==> config.mk <==
export PLATFORM = sky130hd
export DESIGN_NAME = pmem_rr_arbiter
export DESIGN_NICKNAME = d
export VERILOG_FILES = /design/src/rtl/pmem_rr_arbiter.sv
export SDC_FILE = /design/constraint.sdc
export NUM_CORES = 2
export LEC_CHECK = 0
export CORE_AREA = 2 2 651 653
export DETAILED_ROUTE_END_ITERATION = 6
export DIE_AREA = 0 0 653 655
export GPL_TIMING_DRIVEN = 0
export SLEW_MARGIN = 20
export SYNTH_ARGS = -nofsm -noshare
export SYNTH_HDL_FRONTEND = slang
export SYNTH_SLANG_ARGS = --single-unit
==> constraint.sdc <==
create_clock -name clk -period 5 [get_ports clk]
set_clock_uncertainty 0.15 [all_clocks]
set_input_delay 0.5 -clock clk [delete_from_list [all_inputs] [get_ports clk]]
set_output_delay 0.5 -clock clk [all_outputs]
set_load 0.01 [all_outputs]
==> src/rtl/pmem_rr_arbiter.sv <==
// Round-robin arbiter sharing one physical-memory port between the icache
// and the dcache. A granted request is captured so the memory sees stable,
// registered strobes, address and write data for the whole transaction.
module pmem_rr_arbiter #(
  parameter int ADDR_W = 32,
  parameter int LINE_W = 256,
  parameter int CNT_W  = 16
) (
  input  logic              clk,
  input  logic              rst,
  input  logic              i_read,
  input  logic              i_write,
  input  logic [ADDR_W-1:0] i_addr,
  input  logic [LINE_W-1:0] i_wdata,
  output logic [LINE_W-1:0] i_rdata,
  output logic              i_resp,
  input  logic              d_read,
  input  logic              d_write,
  input  logic [ADDR_W-1:0] d_addr,
  input  logic [LINE_W-1:0] d_wdata,
  output logic [LINE_W-1:0] d_rdata,
  output logic              d_resp,
  output logic              pmem_read,
  output logic              pmem_write,
  output logic [ADDR_W-1:0] pmem_address,
  output logic [LINE_W-1:0] pmem_wdata,
  input  logic              pmem_resp,
  input  logic [LINE_W-1:0] pmem_rdata,
  output logic [CNT_W-1:0]  i_grant_cnt,
  output logic [CNT_W-1:0]  d_grant_cnt
);

  typedef enum logic [1:0] {
    IDLE = 2'd0,
    BUSY = 2'd1,
    DONE = 2'd2
  } state_t;

  localparam logic PORT_I = 1'b0;
  localparam logic PORT_D = 1'b1;

  state_t            state_q, state_d;
  logic              owner_q;
  logic              last_q;
  logic              op_is_write_q;
  logic              req_i, req_d;
  logic              grant;
  logic              winner;
  logic              win_write;
  logic [ADDR_W-1:0] win_addr;
  logic [LINE_W-1:0] win_wdata;

  // Grant counters stick at all-ones instead of wrapping.
  function automatic logic [CNT_W-1:0] sat_inc(input logic [CNT_W-1:0] v);
    return (&v) ? v : v + CNT_W'(1);
  endfunction

  // Arbitration decision and next-state logic.
  always_comb begin
    req_i     = i_read | i_write;
    req_d     = d_read | d_write;
    grant     = (state_q == IDLE) && (req_i || req_d);
    // On a tie the port that did not win last time gets the bus.
    winner    = (req_i && req_d) ? ~last_q : req_d;
    // A write strobe takes precedence over a simultaneous read strobe.
    win_write = (winner == PORT_D) ? d_write : i_write;
    win_addr  = (winner == PORT_D) ? d_addr  : i_addr;
    win_wdata = (winner == PORT_D) ? d_wdata : i_wdata;
    state_d   = state_q;
    case (state_q)
      IDLE:    if (grant) state_d = BUSY;
      BUSY:    if (pmem_resp) state_d = DONE;
      DONE:    state_d = IDLE;
      default: state_d = IDLE;
    endcase
  end

  // State register.
  always_ff @(posedge clk) begin
    if (rst) state_q <= IDLE;
    else     state_q <= state_d;
  end

  // Captured request, memory-side strobes, read-data returns and counters.
  always_ff @(posedge clk) begin
    if (rst) begin
      owner_q       <= PORT_I;
      last_q        <= PORT_D;
      op_is_write_q <= 1'b0;
      pmem_read     <= 1'b0;
      pmem_write    <= 1'b0;
      pmem_address  <= '0;
      pmem_wdata    <= '0;
      i_rdata       <= '0;
      d_rdata       <= '0;
      i_resp        <= 1'b0;
      d_resp        <= 1'b0;
      i_grant_cnt   <= '0;
      d_grant_cnt   <= '0;
    end else begin
      i_resp <= 1'b0;
      d_resp <= 1'b0;
      case (state_q)
        IDLE: begin
          if (grant) begin
            owner_q       <= winner;
            last_q        <= winner;
            op_is_write_q <= win_write;
            pmem_read     <= ~win_write;
            pmem_write    <= win_write;
            pmem_address  <= win_addr;
            pmem_wdata    <= win_wdata;
            if (winner == PORT_D) d_grant_cnt <= sat_inc(d_grant_cnt);
            else                  i_grant_cnt <= sat_inc(i_grant_cnt);
          end
        end
        BUSY: begin
          if (pmem_resp) begin
            pmem_read  <= 1'b0;
            pmem_write <= 1'b0;
            if (owner_q == PORT_D) begin
              d_resp <= 1'b1;
              if (!op_is_write_q) d_rdata <= pmem_rdata;
            end else begin
              i_resp <= 1'b1;
              if (!op_is_write_q) i_rdata <= pmem_rdata;
            end
          end
        end
        default: ;
      endcase
    end
  end

endmodule
==> results.md <==
- Combinational power share: 23.6%
- Critical path cell sequence: nor2_1 > a21boi_2 > buf_2 > clkbuf_1 > buf_2 > a311oi_1 > dlygate4sd3_1
- Via/cell ratio: 3.36
- MaxCap Viol Count: 0
- Slew Viols, Final: 0
- DR iter-0 viols: 3,479
- Total gr overflow: 0
- Setup Buffers After CTS: 0
- Arr. time, crit path: 4.22 ns
- Hpwl dp: 345,000 µm
- NetSw: 6950 µW
- Largest net degree at the start of global routing: 18
- Vias in the first global route: 36,700
- Final setup viols: 0
- Number of synthesized flops with an enable pin: 0
- Clk Latency, worst-skew pair: 0.81 ns
- Number of detailed-route iterations in the first pass: 7
- Die area: 0.428 mm²
- Failing checks: DRC
- CP Data Required Time: 5.58 ns
- CP most frequent cell: buf_2
- Final nets: 6,834
- I/O Buffers: 1,673
- Drt drc: 2
- Worst Setup End Kind: register
- Sw Ratio: 33.1%
- Core area: around 0.42 mm²
- Startpoint Class: register
- Critical path buffer and inverter count: 4
- Synth unique cells: 44
- Ys Warns: 0
- Status: complete, but fails checks
- Antenna-violating nets left: 0
- CP Class: reg -> reg
- Row Count: between 200 and 250
- Asr flop ratio synth: 0%
- H-tree Lvls: 3
- Initial antenna violation count: ~240
- Die H: 655 µm
- Synth Net Count: between 4,000 and 5,000
- Worst-case clock buffer depth: 4
- Levels on crit path: 7
- # IOs: 1,675
- Tot GR Track Use: between 10% and 20%
- WL final: approximately 390,000 µm
- Hold Slack: 0.0912 ns
- Period utilization: 72.7%
- Num CTS Buffers: 108
- Hold Path Cell Cnt: 3
- Fin. Hold Viols: 0
- VDD IR max: 0.000268 V
- Initial Util: 7.47%
- DIE WIDTH: 653 µm
- Worst path slowest cell: clkbuf_1
- CP max stage delay: roughly 0.79 ns
- Flops & latches, synth: roughly 840
- Syn-to-layout area delta: 93.0%
- Flop pwr share: 35.7%
- Relative slew slack: 24.7%
- F_max: about 280 MHz
- CTS clock-pin slew for the worst setup and hold paths: 0.07 ns
- Netlist area before placement: about 0.032 mm²
- Clock Sinks: 841
- Tmin final: 3.63 ns
- CTS Root Cell: clkbuf_16
- Clk pwr share: between 40% and 50%
- Mean Syn Cell Area: 7.79 µm²
- Dominant synthesized flop cell: dfxtp_1
- Post-synthesis instance total: between 4,000 and 5,000
- Leak Pwr: 0.0202 µW
- PD cells: 345 mW/mm²
- Share of cells above drive strength 1: roughly 5.8%
- Internal power: approximately 14,000 µW
- Max FO, Critical Path: 11
- Gp weighted congestion: roughly 1
- Hold/Removal Path Class: in -> reg
- Vias: 39,300
- CP delay by family, top: buffers and inverters
- Sequential-to-total area share from yosys stat: 53.4%
- Worst r2r path cells: 7
- DR WL/cell: 32.9 µm
- First-pass GRT wire length: 460,000 µm
- CTS tree: yes
- Measured slew at the worst slew-check pin: roughly 1.1 ns
- RSZ-0062 raised after global routing: no
- Total power: 21,000 µW
[Yosys cell counts (3+ instances only)]
cell type,n,share of area (%)
xnor2_1,27,0.75
nor4b_1,3,0.083
nand3_1,12,0.19
buf_2,103,1.6
and4_1,4,0.11
dfxtp_1,841,53
a211oi_1,6,0.14
nor4_1,9,0.18
o21ai_0,3,0.048
nand2_1,1612,19
a311oi_1,288,8.0
buf_1,15,0.18
nand4_1,10,0.20
nor3_1,6,0.095
nor2_1,323,3.8
a21oi_1,522,8.3
and2_1,3,0.060
clkbuf_1,223,2.7
[layer usage]
metal | vias up | global-route usage [%] | routed length (µm)
met5 | - | 0.532 | 729
met4 | 112 | 8.70 | 23500
met3 | 789 | 9.92 | 52000
met2 | 2286 | 29.8 | 187000
met1 | 18600 | 16.0 | 122000
li1 | 17500 | - | -
[cell usage in the layout, fill, tap and decap left out, types with 2 or more instances in the layout]
cell and count:
and3_1 2, clkbuf_2 25, dfxtp_1 841, a2111oi_2 2
xnor2_1 27, bufinv_16 15, a21oi_1 522, inv_1 2
clkbuf_16 108, o21ai_0 3, diode_2 81, inv_16 2
nand3_1 12, clkinv_4 3, inv_6 6, a211oi_1 6
buf_1 14, buf_4 2, clkbuf_1 218, ha_1 2
a311oi_1 288, nor4_1 9, clkinvlp_4 3, buf_2 133
and4_1 4, clkbuf_8 19, nand2_1 1612, nor2_1 323
nor4b_1 3, dlygate4sd3_1 157, or3_1 2, nor3_1 5
clkinv_2 13, buf_16 7, nor2b_1 2, clkdlybuf4s50_1 1644
nand4_1 10, and2_1 3, nand3b_1 2
[worst min-delay path, cell delays in order]
cell,delay (ns)
clkdlybuf4s50_1,0.40
nand2_1,0.06
a311oi_1,0.08
[cell type report]
cell class	instances	area [µm²]
plain buffers	342	1450
inverters	2	7.51
multi-input cells	2858	13300
clock inverters	44	684
diodes	81	203
flip-flops and latches	841	16800
clock buffers	148	3040
well taps	5543	6940
repair buffers	1840	18400
fillers	48300	361000
[through the flow]
stage          util, %  setup TNS (ns)  setup WS, ns  instance area (µm²)  std cells
2_1_floorplan        -               0          3.00                31500       4043
3_3_place_gp      13.1         -254.45         -1.69                55200      11300
3_5_place_dp      13.1               0         0.631                55300      11300
4_1_cts           14.4               0          1.16                60600      11600
5_1_grt           14.4               0          1.16                60800      11700
6_report          14.4               0          1.37                60800      11700
[power by group through the flow]
stage / Clock (µW) / Combinational (µW) / Sequential (µW)
final: 8530 / 4960 / 7500
after detailed placement: 0 / 4920 / 7650
after global routing: 8960 / 5300 / 7550
after floorplan: 0 / 1170 / 7720
after global placement: 0 / 4920 / 7640
after CTS: 8750 / 5130 / 7510
[registers in the layout (all words and copies together) (netlist names), 2 cells and up]
name	count
i_rdata	256
pmem_wdata	256
i_grant_cnt	16
d_grant_cnt	16
d_rdata	256
state_q	2
pmem_address	32
[cells by family (layout without fill, tap and decap cells)]
family                   after synthesis  after routing  synth area share [%]
other                                  0             81                     0
multiplexers                           2              2                0.0675
XOR/XNOR                              27             27                 0.750
AND/OR/NAND/NOR                     1999           1999                  24.4
AO/OA/AOI/OAI                        828            828                  16.8
flip-flops                           841            841                  53.4
adder cells (fa/ha/maj)                2              2                0.0794
buffers and inverters                344           2376                  4.52
[final timing paths]
kind         slack [ns]         start          endpoint
max                1.37    state_q[1]   pmem_wdata[134]
min reg2reg        0.30  i_rdata[210]      i_rdata[210]
min                0.09    i_addr[16]  pmem_address[16]
max reg2reg        1.37    state_q[1]   pmem_wdata[134]
[timing repair]
item / in CTS / in global routing
endpoints found under the hold margin: 209 / 0
hold buffers: 157 / 0
resized for setup: 0 / 0
(Power assumes the default switching activity.)
